$ cat config.mk
export PLATFORM = sky130hd
export DESIGN_NAME = mem_access_arbiter_flat
export DESIGN_NICKNAME = d
export VERILOG_FILES = /design/src/rtl/mem_access_arbiter_if.sv /design/src/rtl/mem_access_arbiter.sv /design/src/flat_wrapper.sv
export SDC_FILE = /design/constraint.sdc
export NUM_CORES = 1
export LEC_CHECK = 0
export BUFFER_PORTS_ARGS = -buffer_cell sky130_fd_sc_hd__buf_2
export CORE_AREA = 2 2 78 80
export CTS_BUF_LIST = sky130_fd_sc_hd__clkbuf_8
export CTS_CLUSTER_DIAMETER = 40
export CTS_CLUSTER_SIZE = 12
export DETAILED_ROUTE_END_ITERATION = 8
export DIE_AREA = 0 0 80 82
export PLACE_DENSITY = 0.75
export SETUP_SLACK_MARGIN = 0.5
export SYNTH_ARGS = -nofsm -noshare
export SYNTH_HDL_FRONTEND = slang
export SYNTH_SLANG_ARGS = --single-unit
$ cat constraint.sdc
create_clock -name i_clk -period 5.5 [get_ports i_clk]
set_input_delay 0.55 -clock i_clk [delete_from_list [all_inputs] [get_ports i_clk]]
set_output_delay 0.55 -clock i_clk [all_outputs]
set_load 0.03 [all_outputs]
$ cat src/rtl/mem_access_arbiter_if.sv
// Bundles the pipeline, debug and memory-side signals of the data memory arbiter.
// slave = arbiter view; master = environment (pipeline, debug unit and RAM).
interface mem_access_arbiter_if #(
  parameter int BITS_SIZE      = 32,
  parameter int BITS_EXTENSION = 2,
  parameter int ADDR_SIZE      = 10
);
  logic                      i_pipe_req;
  logic                      i_pipe_we;
  logic [ADDR_SIZE-1:0]      i_pipe_addr;
  logic [BITS_EXTENSION-1:0] i_pipe_size;
  logic [BITS_SIZE-1:0]      i_pipe_wdata;
  logic [BITS_SIZE-1:0]      o_pipe_rdata;
  logic                      o_pipe_valid;
  logic                      o_stall;
  logic                      o_misaligned;
  logic                      i_dbg_req;
  logic [ADDR_SIZE-3:0]      i_dbg_addr;
  logic [BITS_SIZE-1:0]      o_dbg_rdata;
  logic                      o_dbg_valid;
  logic                      o_mem_en;
  logic [BITS_SIZE/8-1:0]    o_mem_we;
  logic [ADDR_SIZE-3:0]      o_mem_addr;
  logic [BITS_SIZE-1:0]      o_mem_wdata;
  logic [BITS_SIZE-1:0]      i_mem_rdata;

  modport slave (
    input  i_pipe_req, i_pipe_we, i_pipe_addr, i_pipe_size, i_pipe_wdata,
    output o_pipe_rdata, o_pipe_valid, o_stall, o_misaligned,
    input  i_dbg_req, i_dbg_addr,
    output o_dbg_rdata, o_dbg_valid,
    output o_mem_en, o_mem_we, o_mem_addr, o_mem_wdata,
    input  i_mem_rdata
  );

  modport master (
    output i_pipe_req, i_pipe_we, i_pipe_addr, i_pipe_size, i_pipe_wdata,
    input  o_pipe_rdata, o_pipe_valid, o_stall, o_misaligned,
    output i_dbg_req, i_dbg_addr,
    input  o_dbg_rdata, o_dbg_valid,
    input  o_mem_en, o_mem_we, o_mem_addr, o_mem_wdata,
    output i_mem_rdata
  );
endinterface

$ cat src/rtl/mem_access_arbiter.sv
// Shares a 1-cycle-latency single-port data RAM between MEM-stage loads/stores
// and debug reads, with starvation-bounded debug priority.
module mem_access_arbiter #(
  parameter int BITS_SIZE      = 32,
  parameter int BITS_EXTENSION = 2,
  parameter int ADDR_SIZE      = 10,
  parameter int DBG_MAX_WAIT   = 4
) (
  input  logic                 i_clk,
  input  logic                 i_reset,
  mem_access_arbiter_if.slave  bus
);

  //  state     | meaning
  //  S_IDLE    | arbitrate, issue stores/loads/debug reads
  //  S_PIPE_RD | pipeline load data returning from RAM
  //  S_DBG_RD  | debug read data returning from RAM
  localparam logic [1:0] S_IDLE    = 2'd0;
  localparam logic [1:0] S_PIPE_RD = 2'd1;
  localparam logic [1:0] S_DBG_RD  = 2'd2;

  localparam logic [BITS_EXTENSION-1:0] SZ_WORD = BITS_EXTENSION'(0);
  localparam logic [BITS_EXTENSION-1:0] SZ_BYTE = BITS_EXTENSION'(1);
  localparam logic [BITS_EXTENSION-1:0] SZ_HALF = BITS_EXTENSION'(2);

  localparam int NB = BITS_SIZE / 8;
  localparam int CW = $clog2(DBG_MAX_WAIT + 1);
  localparam logic [CW-1:0] WAIT_MAX = CW'(DBG_MAX_WAIT);

  logic [1:0]           state_q, state_d;
  logic [CW-1:0]        wait_cnt_q, wait_cnt_d;
  logic                 dbg_grant;
  logic                 misaligned;
  logic [NB-1:0]        store_we;
  logic [BITS_SIZE-1:0] store_data;

  always_comb begin
    misaligned = 1'b0;
    store_we   = '0;
    store_data = '0;
    case (bus.i_pipe_size)
      SZ_WORD: begin
        misaligned = (bus.i_pipe_addr[1:0] != 2'b00);
        store_we   = '1;
        store_data = bus.i_pipe_wdata;
      end
      SZ_BYTE: begin
        store_we   = {{(NB-1){1'b0}}, 1'b1} << bus.i_pipe_addr[1:0];
        store_data = {NB{bus.i_pipe_wdata[7:0]}};
      end
      SZ_HALF: begin
        misaligned = bus.i_pipe_addr[0];
        store_we   = {{(NB-2){1'b0}}, 2'b11} << bus.i_pipe_addr[1:0];
        store_data = {(NB/2){bus.i_pipe_wdata[15:0]}};
      end
      default: misaligned = 1'b1;
    endcase
  end

  always_comb begin
    state_d          = state_q;
    dbg_grant        = 1'b0;
    bus.o_mem_en     = 1'b0;
    bus.o_mem_we     = '0;
    bus.o_mem_addr   = '0;
    bus.o_mem_wdata  = '0;
    bus.o_stall      = 1'b0;
    bus.o_misaligned = 1'b0;
    bus.o_pipe_valid = 1'b0;
    bus.o_pipe_rdata = '0;
    bus.o_dbg_valid  = 1'b0;
    bus.o_dbg_rdata  = '0;
    case (state_q)
      S_IDLE: begin
        if (bus.i_dbg_req && (!bus.i_pipe_req || wait_cnt_q == WAIT_MAX)) begin
          dbg_grant      = 1'b1;
          bus.o_mem_en   = 1'b1;
          bus.o_mem_addr = bus.i_dbg_addr;
          bus.o_stall    = bus.i_pipe_req;
          state_d        = S_DBG_RD;
        end else if (bus.i_pipe_req) begin
          if (misaligned) begin
            bus.o_misaligned = 1'b1;
          end else begin
            bus.o_mem_en   = 1'b1;
            bus.o_mem_addr = bus.i_pipe_addr[ADDR_SIZE-1:2];
            if (bus.i_pipe_we) begin
              bus.o_mem_we    = store_we;
              bus.o_mem_wdata = store_data;
            end else begin
              bus.o_stall = 1'b1;
              state_d     = S_PIPE_RD;
            end
          end
        end
      end
      // Held load request is not reissued here; it completes with this data.
      S_PIPE_RD: begin
        bus.o_pipe_valid = 1'b1;
        bus.o_pipe_rdata = bus.i_mem_rdata;
        state_d          = S_IDLE;
      end
      S_DBG_RD: begin
        bus.o_dbg_valid = 1'b1;
        bus.o_dbg_rdata = bus.i_mem_rdata;
        bus.o_stall     = bus.i_pipe_req;
        state_d         = S_IDLE;
      end
      default: state_d = S_IDLE;
    endcase
    if (i_reset) begin
      bus.o_mem_en     = 1'b0;
      bus.o_mem_we     = '0;
      bus.o_mem_addr   = '0;
      bus.o_mem_wdata  = '0;
      bus.o_stall      = 1'b0;
      bus.o_misaligned = 1'b0;
      bus.o_pipe_valid = 1'b0;
      bus.o_pipe_rdata = '0;
      bus.o_dbg_valid  = 1'b0;
      bus.o_dbg_rdata  = '0;
    end
  end

  always_comb begin
    if (!bus.i_dbg_req || dbg_grant) begin
      wait_cnt_d = '0;
    end else if (wait_cnt_q != WAIT_MAX) begin
      wait_cnt_d = wait_cnt_q + CW'(1);
    end else begin
      wait_cnt_d = wait_cnt_q;
    end
  end

  always_ff @(posedge i_clk) begin
    if (i_reset) begin
      state_q    <= S_IDLE;
      wait_cnt_q <= '0;
    end else begin
      state_q    <= state_d;
      wait_cnt_q <= wait_cnt_d;
    end
  end

endmodule

$ cat src/flat_wrapper.sv
// flat-port wrapper written by rule: the top's interface ports become plain ports
module mem_access_arbiter_flat 
#(
  parameter int BITS_SIZE      = 32,
  parameter int BITS_EXTENSION = 2,
  parameter int ADDR_SIZE      = 10,
  parameter int DBG_MAX_WAIT   = 4
)
  (i_clk, i_reset, bus_i_pipe_req, bus_i_pipe_we, bus_i_pipe_addr, bus_i_pipe_size, bus_i_pipe_wdata, bus_o_pipe_rdata, bus_o_pipe_valid, bus_o_stall, bus_o_misaligned, bus_i_dbg_req, bus_i_dbg_addr, bus_o_dbg_rdata, bus_o_dbg_valid, bus_o_mem_en, bus_o_mem_we, bus_o_mem_addr, bus_o_mem_wdata, bus_i_mem_rdata);
  mem_access_arbiter_if #(.BITS_SIZE(BITS_SIZE), .BITS_EXTENSION(BITS_EXTENSION), .ADDR_SIZE(ADDR_SIZE)) bus_i ();
  input  logic i_clk;
  input  logic i_reset;
  input wire logic [$bits(bus_i.i_pipe_req)-1:0] bus_i_pipe_req;
  input wire logic [$bits(bus_i.i_pipe_we)-1:0] bus_i_pipe_we;
  input wire logic [$bits(bus_i.i_pipe_addr)-1:0] bus_i_pipe_addr;
  input wire logic [$bits(bus_i.i_pipe_size)-1:0] bus_i_pipe_size;
  input wire logic [$bits(bus_i.i_pipe_wdata)-1:0] bus_i_pipe_wdata;
  output wire logic [$bits(bus_i.o_pipe_rdata)-1:0] bus_o_pipe_rdata;
  output wire logic [$bits(bus_i.o_pipe_valid)-1:0] bus_o_pipe_valid;
  output wire logic [$bits(bus_i.o_stall)-1:0] bus_o_stall;
  output wire logic [$bits(bus_i.o_misaligned)-1:0] bus_o_misaligned;
  input wire logic [$bits(bus_i.i_dbg_req)-1:0] bus_i_dbg_req;
  input wire logic [$bits(bus_i.i_dbg_addr)-1:0] bus_i_dbg_addr;
  output wire logic [$bits(bus_i.o_dbg_rdata)-1:0] bus_o_dbg_rdata;
  output wire logic [$bits(bus_i.o_dbg_valid)-1:0] bus_o_dbg_valid;
  output wire logic [$bits(bus_i.o_mem_en)-1:0] bus_o_mem_en;
  output wire logic [$bits(bus_i.o_mem_we)-1:0] bus_o_mem_we;
  output wire logic [$bits(bus_i.o_mem_addr)-1:0] bus_o_mem_addr;
  output wire logic [$bits(bus_i.o_mem_wdata)-1:0] bus_o_mem_wdata;
  input wire logic [$bits(bus_i.i_mem_rdata)-1:0] bus_i_mem_rdata;
  assign bus_i.i_pipe_req = bus_i_pipe_req;
  assign bus_i.i_pipe_we = bus_i_pipe_we;
  assign bus_i.i_pipe_addr = bus_i_pipe_addr;
  assign bus_i.i_pipe_size = bus_i_pipe_size;
  assign bus_i.i_pipe_wdata = bus_i_pipe_wdata;
  assign bus_o_pipe_rdata = bus_i.o_pipe_rdata;
  assign bus_o_pipe_valid = bus_i.o_pipe_valid;
  assign bus_o_stall = bus_i.o_stall;
  assign bus_o_misaligned = bus_i.o_misaligned;
  assign bus_i.i_dbg_req = bus_i_dbg_req;
  assign bus_i.i_dbg_addr = bus_i_dbg_addr;
  assign bus_o_dbg_rdata = bus_i.o_dbg_rdata;
  assign bus_o_dbg_valid = bus_i.o_dbg_valid;
  assign bus_o_mem_en = bus_i.o_mem_en;
  assign bus_o_mem_we = bus_i.o_mem_we;
  assign bus_o_mem_addr = bus_i.o_mem_addr;
  assign bus_o_mem_wdata = bus_i.o_mem_wdata;
  assign bus_i.i_mem_rdata = bus_i_mem_rdata;
  mem_access_arbiter #(.BITS_SIZE(BITS_SIZE), .BITS_EXTENSION(BITS_EXTENSION), .ADDR_SIZE(ADDR_SIZE), .DBG_MAX_WAIT(DBG_MAX_WAIT)) u_core (.i_clk(i_clk), .i_reset(i_reset), .bus(bus_i));
endmodule
==> results.txt, run 1 <==
----------------------------------------------------
[Outcome]
  Run status ... complete, no violations

[Setup path]
  Critical path's largest stage delay ... 0.94 ns
  Required time of the worst setup path ... 4.95 ns
  Internal reg-to-reg setup slack ... 3.56 ns
  Startpoint type of the worst setup path ... flip-flop
  FF-to-FF path depth ... 5
  Highest-delay cell along the critical path ... a21boi_0
  Arrival @ worst endpoint ... 3.05 ns
  Capture instance of the worst register-to-register path ... u_core.state_q[0]
  Largest delay share family, worst path ... simple AND/OR/NAND/NOR gates
  Stages on the worst setup path ... 7
  Crit. End Element ... output pin
  Cells along the critical path ... inv_1 -> ha_1 -> nand2_1 -> a21boi_0 -> or3_1 -> nor2_1 -> buf_2
  Buffer and inverter count on the worst path ... 2
  Category of the most critical setup path ... reg2out
  Largest fanout on the critical path ... 28
  Reg-to-reg startpoint ... u_core.wait_cnt_q[0]

[Detailed routing]
  DRC violation count after routing ... 0
  Vias/cell ... 4.816
  Via count ... 2336
  Post-DRT Antenna Nets ... 0
  Drt first-iter violations ... 219
  Number of search-and-repair iterations in the first detailed-routing pass ... 6
  Wire length after detailed routing ... 6849 µm
  Routed wire per std cell ... 14.12 µm

[Global route]
  Global router's overall resource usage ... 0.1795
  Grt ovf ... 0
  Initial antenna violation count ... 0
  Number of global-route vias before repair ... 1951
  First-pass GRT wire length ... 9501 µm
  Maximum number of pins on one net before global-route repair ... 39

[Placement]
  Cell total after placement ... 481
  Final estimated routing congestion in global placement ... 0.9564
  DP Area ... 2434 µm²
  Worst setup slack before clock tree synthesis ... 2.017 ns
  HPWL reported at the end of detailed placement ... 5587 µm
  Number of I/O port buffers ... 201

[Floorplanning]
  Core ar. ... 5746 µm²
  Placement Rows ... 28
  Overall die width ... 80 µm
  Die Ht ... 82 µm
  Top-level I/O count ... 202
  Effective utilization at floorplan ... 0.2470
  Total die area ... 6560 µm²

[STA]
  Accumulated negative setup slack ... 0 ns
  Relative slew margins ... 0.2074
  Final Cycle Share ... 0.6553
  Setup violations, final ... 0
  PnR worst setup slack ... 1.896 ns
  Achievable Freq ... 277.5 MHz
  Clock period minus final worst setup slack ... 3.604 ns
  RSZ-0062 raised after global routing ... no
  Number of hold-slack violations in the final timing report ... 0
  Setup skew after layout ... 0.003446 ns
  Tightest Pin Transition ... 1.178 ns
  Number of pins exceeding their max-slew limit in the final report ... 0

[Synthesis]
  Count of mapped cells out of synthesis ... 225
  Most instantiated library cell after synthesis ... nor2_1
  Number of flops mapped to enable cells by yosys ... 0
  Commonest register cell after synthesis ... dfxtp_1
  Total of flip-flops plus latches after synthesis ... 5
  Ranking of synthesized cells by area ... and3_1 (18%), and2_1 (15%), a22oi_1 (13%)
  Yosys warns ... 0
  Synthesized Nets ... 320
  Cell area after technology mapping ... 1419 µm²
  Synth Area per Inst ... 6.306 µm²
  Proportion of synthesized flip-flops having asynchronous set or reset ... 0
  Sequential area share after synthesis ... 0.07055
  Ranking of synthesized cells by instance count ... nor2_1 (43), and3_1 (41), and2_1 (34), a22oi_1 (24), clkbuf_1 (17)
  Cell taking the most area after synthesis ... and3_1
  Unique cell type count in the Yosys netlist ... 31
  Area share of the largest cell type after synthesis ... 0.1808

[Hold path]
  Path class of the lowest-slack min-delay path ... reg2reg
  Number of stages on the worst hold path ... 2
  Hold Path End ... u_core.wait_cnt_q[1]
  Worst min-delay path startpoint ... u_core.wait_cnt_q[1]

[Clock network]
  TritonCTS clock tree ... built
  CTS Hold Bufs ... 0
  CTS Buf Count ... 3
  Setup Fix Bufs, Post-CTS ... 0
  Deepest level of the CTS H-tree ... 1
  Cell at the root of the clock tree ... clkbuf_8
  Clock sink count ... 5
  Clock latency reported for the late side of the worst-skew pair ... 0.22 ns
  Buffers from clock root to sink, at most ... 2
  Post-CTS clock slew at the launch and capture registers of the worst setup and hold paths ... 0.04 ns
  Post-CTS Resized ... 0

[Layout]
  Post-route cell area ... 2479 µm²
  Number of antenna cells inserted ... 0
  Area growth from synthesis to layout ... 74.69%
  Fraction of layout cells with a size suffix above 1 ... 0.5171
  Final cell count without fillers ... 485
  Final layout net count ... 506

[Pwr]
  Leakage power of the design ... 1.679 nW
  Pwr/cell area ... 102.9 nW/µm²
  Max VDD drop ... 0.07420 mV
  PnR Total Power ... 255.0 µW

[Run]
  Maximum capacitance violations ... 0

----------------------------------------------------
[cells by family (layout without fill, tap and decap cells)]
family | after synthesis | count (layout) | synth area share
xor+xnor | 1 | 1 | 0.006174
fa+ha+maj | 6 | 6 | 0.05291
flops | 5 | 5 | 0.07055
simple gates | 137 | 137 | 0.5220
buf+inv | 30 | 215 | 0.09524
compound gates | 46 | 46 | 0.2531
[registers in the layout, summed over array words and instances, names as in the netlist]
name	flops
u_core.wait_cnt_q	3
u_core.state_q	2
[where the power goes]
part	total [mW]	leakage [nW]	internal, mW	switching [mW]
Sequential	0.0409	0.0407	0.0377	0.00318
Combinational	0.147	1.61	0.0575	0.0895
Clock	0.0672	0.0269	0.0479	0.0192
[layout by cell type, fill, tap and decap left out]
master,count
or2_2,3
xnor2_1,1
buf_4,2
and2_1,34
a22oi_1,24
a211oi_1,1
a21boi_0,1
clkbuf_8,3
dfxtp_1,5
a21bo_2,1
nand3b_1,1
a211o_1,1
inv_1,9
or3_1,3
ha_1,6
buf_2,201
a21oi_1,3
and3_1,41
o21ai_0,1
a222oi_1,8
nor3b_2,1
nor3_1,3
o311a_1,1
o311ai_0,1
a21o_1,1
a31oi_1,3
nand3_1,2
nor4_1,1
nor2_1,43
or3_4,1
nand2_1,4
[final cells by class]
| cell class | count | area (µm²) |
|---|---|---|
| Clock buffer | 3 | 41.29 |
| Clock inverter | 1 | 3.754 |
| Sequential cell | 5 | 100.1 |
| Inverter | 8 | 30.03 |
| Tap cell | 75 | 93.84 |
| Timing Repair Buffer | 203 | 1021 |
| Multi-Input combinational cell | 190 | 1189 |
| Fill cell | 638 | 3267 |
[worst register-to-register path: stages (launching register included)]
cell      delay [ns]
dfxtp_1         0.32
inv_1           0.06
ha_1            0.21
nand2_1         0.14
a21boi_0        0.95
nor4_1          0.10
[worst max path at each step]
stage	from	end	slack [ns]
after global routing	u_core.wait_cnt_q[0]	bus_o_mem_wdata[17]	1.53
after floorplan	bus_i_pipe_size[0]	bus_o_mem_wdata[11]	2.55
after CTS	u_core.wait_cnt_q[0]	bus_o_mem_wdata[8]	1.86
after global placement	bus_i_pipe_size[0]	bus_o_mem_wdata[8]	2.06
final	u_core.wait_cnt_q[0]	bus_o_mem_wdata[26]	1.90
after detailed placement	bus_i_pipe_size[0]	bus_o_mem_wdata[8]	2.02
[metal layers]
layer / wire length [µm] / global-route usage
met1: 2964 / 0.2539
met2: 3342 / 0.2792
met3: 452 / 0.03846
met4: 89 / 0.03729
met5: 0 / 0
[per-stage QoR]
step | utilization | hold WS [ns]
floorplan | - | 0.4601
global placement | 0.4236 | 0.4752
detailed placement | 0.4236 | 0.4766
CTS | 0.4314 | 0.4813
global route | 0.4314 | 0.5373
finish | 0.4314 | 0.4797
Power figures use the tool's default switching activity.
==> run 2: changes to the inputs <==
--- a/config.mk
+++ b/config.mk
@@ -5,6 +5,7 @@
 export SDC_FILE = /design/constraint.sdc
 export NUM_CORES = 1
 export LEC_CHECK = 0
+export ABC_AREA = 1
 export BUFFER_PORTS_ARGS = -buffer_cell sky130_fd_sc_hd__buf_2
 export CORE_AREA = 2 2 78 80
 export CTS_BUF_LIST = sky130_fd_sc_hd__clkbuf_8
@@ -12,7 +13,7 @@
 export CTS_CLUSTER_SIZE = 12
 export DETAILED_ROUTE_END_ITERATION = 8
 export DIE_AREA = 0 0 80 82
-export PLACE_DENSITY = 0.75
+export PLACE_DENSITY = 0.81
 export SETUP_SLACK_MARGIN = 0.5
 export SYNTH_ARGS = -nofsm -noshare
 export SYNTH_HDL_FRONTEND = slang
==> constraint.sdc (replaced) <==
create_clock -name i_clk -period 3.4 [get_ports i_clk]
set_input_delay 0.34 -clock i_clk [delete_from_list [all_inputs] [get_ports i_clk]]
set_output_delay 0.34 -clock i_clk [all_outputs]
set_load 0.03 [all_outputs]
==> results.txt, run 2 <==
----------------------------------------------------
[STA]
  RSZ-0062 raised after global routing ... no
  Accumulated negative setup slack ... 0 ns
  PnR worst setup slack ... 0.7047 ns
  Setup violations, final ... 0
  Tightest Pin Transition ... 1.046 ns
  Number of pins exceeding their max-slew limit in the final report ... 0
  Final Cycle Share ... 0.7927
  Achievable Freq ... 371.0 MHz
  Relative slew margins ... 0.3009
  Worst hold margin ... 0.4709 ns
  Setup skew after layout ... 0.0001515 ns
  Number of hold-slack violations in the final timing report ... 0
  Clock period minus final worst setup slack ... 2.695 ns

[Global route]
  Number of global-route vias before repair ... 2084
  Maximum number of pins on one net before global-route repair ... 34
  Global router's overall resource usage ... 0.1571
  Initial antenna violation count ... 0
  First-pass GRT wire length ... 8604 µm
  Grt ovf ... 0

[Synthesis]
  Area share of the largest cell type after synthesis ... 0.2067
  Synthesized Nets ... 408
  Total of flip-flops plus latches after synthesis ... 5
  Most instantiated library cell after synthesis ... nor2_1
  Unique cell type count in the Yosys netlist ... 29
  Count of mapped cells out of synthesis ... 313
  Commonest register cell after synthesis ... dfxtp_1
  Cell taking the most area after synthesis ... nor2_1
  Synth Area per Inst ... 5.453 µm²
  Sequential area share after synthesis ... 0.05865
  Number of flops mapped to enable cells by yosys ... 0
  Cell area after technology mapping ... 1707 µm²
  Ranking of synthesized cells by area ... nor2_1 (21%), nor2_4 (15%), inv_1 (14%)
  Yosys warns ... 0
  Proportion of synthesized flip-flops having asynchronous set or reset ... 0
  Ranking of synthesized cells by instance count ... nor2_1 (94), inv_1 (63), nand2_1 (29), nor2_4 (22), a21oi_1 (19)

[Clock network]
  CTS Hold Bufs ... 0
  Post-CTS Resized ... 0
  Setup Fix Bufs, Post-CTS ... 0
  Cell at the root of the clock tree ... clkbuf_8
  Deepest level of the CTS H-tree ... 1
  Buffers from clock root to sink, at most ... 2
  Clock sink count ... 5
  CTS Buf Count ... 3
  TritonCTS clock tree ... built
  Post-CTS clock slew at the launch and capture registers of the worst setup and hold paths ... 0.03 ns
  Clock latency reported for the late side of the worst-skew pair ... 0.22 ns

[Pwr]
  PnR Total Power ... 454.5 µW
  Leakage power of the design ... 1.890 nW
  Max VDD drop ... 0.1531 mV
  Pwr/cell area ... 164.6 nW/µm²

[Detailed routing]
  Wire length after detailed routing ... 6034 µm
  Drt first-iter violations ... 66
  DRC violation count after routing ... 0
  Post-DRT Antenna Nets ... 0
  Routed wire per std cell ... 10.42 µm
  Number of search-and-repair iterations in the first detailed-routing pass ... 4
  Vias/cell ... 4.415
  Via count ... 2556

[Hold path]
  Hold Path End ... u_core.state_q[0]
  Number of stages on the worst hold path ... 4
  Worst min-delay path startpoint ... bus_i_pipe_we
  Path class of the lowest-slack min-delay path ... in2reg

[Run]
  Maximum capacitance violations ... 0

[Floorplanning]
  Top-level I/O count ... 202
  Total die area ... 6560 µm²
  Overall die width ... 80 µm
  Die Ht ... 82 µm
  Effective utilization at floorplan ... 0.2970
  Placement Rows ... 28
  Core ar. ... 5746 µm²

[Setup path]
  Arrival @ worst endpoint ... 2.36 ns
  Internal reg-to-reg setup slack ... 1.90 ns
  Largest fanout on the critical path ... 28
  Capture instance of the worst register-to-register path ... u_core.wait_cnt_q[2]
  Category of the most critical setup path ... reg2out
  Reg-to-reg startpoint ... u_core.wait_cnt_q[0]
  Required time of the worst setup path ... 3.06 ns
  Startpoint type of the worst setup path ... flip-flop
  Crit. End Element ... output pin
  FF-to-FF path depth ... 7

[Layout]
  Most frequent cells in the layout ... buf_2 (201), nor2_1 (94), inv_1 (64), nand2_1 (29), nor2_4 (22)
  Area growth from synthesis to layout ... 61.80%
  Number of antenna cells inserted ... 0
  Reg with most FFs ... u_core.wait_cnt_q
  Count of filler cells inserted in the layout ... 596
  Core occupancy in the finished layout ... 0.4806
  Post-route cell area ... 2761 µm²
  Most frequent standard cell in the layout excluding fill and tap cells ... buf_2
  Number of flip-flops under the largest register name ... 3
  Final layout net count ... 600
  Fraction of layout cells with a size suffix above 1 ... 0.4782
  Final cell count without fillers ... 579
  Largest regs ... u_core.wait_cnt_q (3), u_core.state_q (2)

[Placement]
  HPWL reported at the end of detailed placement ... 5000 µm
  Final estimated routing congestion in global placement ... 0.8668
  DP Area ... 2716 µm²
  Worst setup slack before clock tree synthesis ... 0.9431 ns
  Cell total after placement ... 575
  Number of I/O port buffers ... 201

[Outcome]
  Run status ... complete, no violations

----------------------------------------------------
[run 2: changes by cell type after synthesis, sizes merged, moves of 31 or more]
cell / change
nor2: +74
inv: +58
and3: -41
and2: -34
nand2: +31
[run 2: metal layers]
metal / track usage / vias to the layer above / wire length (µm)
li1: - / 1330 / -
met1: 0.1739 / 1131 / 2384
met2: 0.3133 / 90 / 3239
met3: 0.009890 / 5 / 347
met4: 0.05424 / 0 / 63
met5: 0 / - / 0
[run 2: area by class of cell]
cell class / instances / area (µm²) / share of cell area
flip-flops and latches: 5 / 100.1 / 0.03625
multi-input cells: 227 / 1261 / 0.4567
inverters: 66 / 247.7 / 0.08971
repair buffers: 202 / 1013 / 0.3670
well taps: 75 / 93.84 / 0.03398
clock inverters: 1 / 3.754 / 0.001359
clock buffers: 3 / 41.29 / 0.01495
[run 2: cells by family (layout without fill, tap and decap cells)]
group | after synthesis | count (layout) | synth area share
buf+inv | 81 | 272 | 0.2023
xor+xnor | 1 | 1 | 0.005133
flops | 5 | 5 | 0.05865
fa+ha+maj | 6 | 6 | 0.04399
compound gates | 50 | 50 | 0.1708
simple gates | 170 | 170 | 0.5191
[run 2: worst max-delay path, stage by stage, from the launching register on]
cell and delay (ns):
dfxtp_1 0.32, inv_1 0.06, ha_1 0.20, nand2_1 0.14, nand2_1 0.08, nand2_2 0.29, nand2_4 0.10, nor2_4 0.13
nand2_4 0.35, nor2_1 0.22, buf_2 0.22
[run 2: how the worst max path moves through the flow]
stage / end / slack (ns) / startpoint
3_3_place_gp: bus_o_mem_wdata[4] / 1.02 / bus_i_pipe_size[0]
4_1_cts: bus_o_mem_we[2] / 0.71 / u_core.wait_cnt_q[0]
2_1_floorplan: bus_o_mem_addr[0] / 1.28 / bus_i_pipe_size[0]
6_report: bus_o_mem_wdata[9] / 0.70 / u_core.wait_cnt_q[0]
3_5_place_dp: bus_o_mem_we[2] / 0.94 / bus_i_pipe_size[0]
5_1_grt: bus_o_mem_wdata[9] / 0.52 / u_core.wait_cnt_q[0]
[run 2: power breakdown]
part | leakage [nW] | switching [mW] | internal (mW)
Combinational | 1.82 | 0.186 | 0.0978
Sequential | 0.0407 | 0.00137 | 0.0612
Clock | 0.0269 | 0.0304 | 0.0775
Total | 1.89 | 0.218 | 0.237
==> run 3: changes to the inputs <==
--- a/config.mk
+++ b/config.mk
@@ -7,13 +7,13 @@
 export LEC_CHECK = 0
 export ABC_AREA = 1
 export BUFFER_PORTS_ARGS = -buffer_cell sky130_fd_sc_hd__buf_2
-export CORE_AREA = 2 2 78 80
+export CORE_MARGIN = 2
+export CORE_UTILIZATION = 31
 export CTS_BUF_LIST = sky130_fd_sc_hd__clkbuf_8
 export CTS_CLUSTER_DIAMETER = 40
 export CTS_CLUSTER_SIZE = 12
 export DETAILED_ROUTE_END_ITERATION = 8
-export DIE_AREA = 0 0 80 82
-export PLACE_DENSITY = 0.81
+export PLACE_DENSITY = 0.86
 export SETUP_SLACK_MARGIN = 0.5
 export SYNTH_ARGS = -nofsm -noshare
 export SYNTH_HDL_FRONTEND = slang
==> constraint.sdc (replaced) <==
create_clock -name i_clk -period 2.4 [get_ports i_clk]
set_input_delay 0.24 -clock i_clk [delete_from_list [all_inputs] [get_ports i_clk]]
set_output_delay 0.24 -clock i_clk [all_outputs]
set_load 0.03 [all_outputs]
==> results.txt, run 3 (same netlist as run 2, synthesis figures left out) <==
----------------------------------------------------
[Outcome]
  Run status ... complete, no violations

[Clock network]
  Buffers from clock root to sink, at most ... 2
  Deepest level of the CTS H-tree ... 1
  TritonCTS clock tree ... built
  CTS Buf Count ... 3
  Post-CTS clock slew at the launch and capture registers of the worst setup and hold paths ... 0.04 ns
  Clock latency reported for the late side of the worst-skew pair ... 0.23 ns
  Clock sink count ... 5
  Cell at the root of the clock tree ... clkbuf_8

[STA]
  Number of hold-slack violations in the final timing report ... 0
  Final Cycle Share ... 0.8372
  Accumulated negative setup slack ... 0 ns
  Number of pins exceeding their max-slew limit in the final report ... 0
  RSZ-0062 raised after global routing ... yes
  Tightest Pin Transition ... 0.4747 ns
  Setup skew after layout ... 0.006692 ns
  Setup violations, final ... 0
  Relative slew margins ... 0.6802
  PnR worst setup slack ... 0.3906 ns
  Achievable Freq ... 497.7 MHz
  Clock period minus final worst setup slack ... 2.009 ns
  Worst hold margin ... 0.4143 ns

[Layout]
  Final cell count without fillers ... 598
  Core occupancy in the finished layout ... 0.6370
  Reg with most FFs ... u_core.wait_cnt_q
  Area growth from synthesis to layout ... 101.8%
  Final layout net count ... 622
  Post-route cell area ... 3443 µm²
  Fraction of layout cells with a size suffix above 1 ... 0.5608
  Most frequent cells in the layout ... buf_2 (156), nor2_1 (75), inv_1 (62), buf_6 (40), nor2_4 (35)
  Largest regs ... u_core.wait_cnt_q (3), u_core.state_q (2)
  Most frequent standard cell in the layout excluding fill and tap cells ... buf_2
  Number of antenna cells inserted ... 0
  Number of flip-flops under the largest register name ... 3

[Setup path]
  Arrival @ worst endpoint ... 1.77 ns
  Highest-delay cell along the critical path ... dfxtp_2
  Startpoint type of the worst setup path ... flip-flop
  Most used cell along the critical path ... nand2_4
  Crit. End Element ... output pin
  Critical path's largest stage delay ... 0.35 ns
  Cells along the critical path ... inv_2 -> ha_4 -> nand2_4 -> nand2_4 -> nand2_4 -> nand2_4 -> nor2_4 -> buf_12 -> nand2_8 -> nor2_4 -> buf_6
  Largest fanout on the critical path ... 7
  Required time of the worst setup path ... 2.16 ns
  FF-to-FF path depth ... 14
  Buffer and inverter count on the worst path ... 3
  Category of the most critical setup path ... reg2out
  Stages on the worst setup path ... 11
  Largest delay share family, worst path ... simple AND/OR/NAND/NOR gates

[Global route]
  Grt ovf ... 0
  Initial antenna violation count ... 0
  Maximum number of pins on one net before global-route repair ... 34
  Number of global-route vias before repair ... 2419
  Global router's overall resource usage ... 0.2049
  First-pass GRT wire length ... 10520 µm

[Hold path]
  Number of stages on the worst hold path ... 4
  Path class of the lowest-slack min-delay path ... in2reg

[Floorplanning]
  Core ar. ... 5405 µm²
  Die Ht ... 78.20 µm
  Effective utilization at floorplan ... 0.3157
  Total die area ... 6114 µm²
  Placement Rows ... 27
  Top-level I/O count ... 202
  Overall die width ... 78.20 µm

[Placement]
  Cell total after placement ... 577
  DP Area ... 2750 µm²
  HPWL reported at the end of detailed placement ... 4940 µm
  Number of I/O port buffers ... 201
  Worst setup slack before clock tree synthesis ... 0.2627 ns
  Final estimated routing congestion in global placement ... 0.9397

[Run]
  Maximum capacitance violations ... 0

[Pwr]
  Pwr/cell area ... 216.8 nW/µm²
  PnR Total Power ... 746.5 µW
  Leakage power of the design ... 2.028 nW
  Max VDD drop ... 0.2404 mV

[Detailed routing]
  Vias/cell ... 4.567
  Routed wire per std cell ... 12.27 µm
  Post-DRT Antenna Nets ... 0
  Wire length after detailed routing ... 7340 µm
  Drt first-iter violations ... 94
  DRC violation count after routing ... 0
  Number of search-and-repair iterations in the first detailed-routing pass ... 4
  Via count ... 2731

----------------------------------------------------
run 3: repair_timing:
action	CTS	global route
gates cloned	3	0
pin swaps	11	16
setup endpoints to repair	46	48
gates resized for setup	85	70
hold buffers	0	0
buffers inserted	12	2
run 3: worst paths after layout:
kind                           to                  from  slack [ns]
max           bus_o_mem_wdata[10]  u_core.wait_cnt_q[0]        0.39
min             u_core.state_q[0]         bus_i_pipe_we        0.41
min reg2reg     u_core.state_q[1]     u_core.state_q[1]        0.58
max reg2reg  u_core.wait_cnt_q[0]  u_core.wait_cnt_q[0]        0.41
run 3: metal layers:
metal  track usage  part of all wire  vias up
li1              -                 -     1379
met1        0.2334              0.37     1231
met2        0.4043              0.56      111
met3       0.01264             0.059       10
met4       0.05965             0.014        0
met5             0                 0        -
run 3: worst register-to-register path, stage by stage, from the launching register on:
cell and delay, ns:
dfxtp_2 0.33, inv_2 0.09, ha_4 0.15, nand2_4 0.06, buf_4 0.14, buf_6 0.10
buf_4 0.11, buf_4 0.12, buf_6 0.10, buf_6 0.10, buf_6 0.10, buf_6 0.10
buf_6 0.12, xor2_2 0.17, nor2_2 0.06
run 3: power breakdown:
part	internal [mW]	switching, mW
sequential	0.0870	0.00311
combinational	0.183	0.314
clock	0.110	0.0491
total	0.380	0.366
run 3: final cells by class:
class / instances / area, µm²
inverters: 66 / 247.7
well taps: 72 / 90.09
fillers: 450 / 1962
repair buffers: 221 / 1444
multi-input cells: 230 / 1514
clock inverters: 1 / 3.754
flip-flops and latches: 5 / 102.6
clock buffers: 3 / 41.29
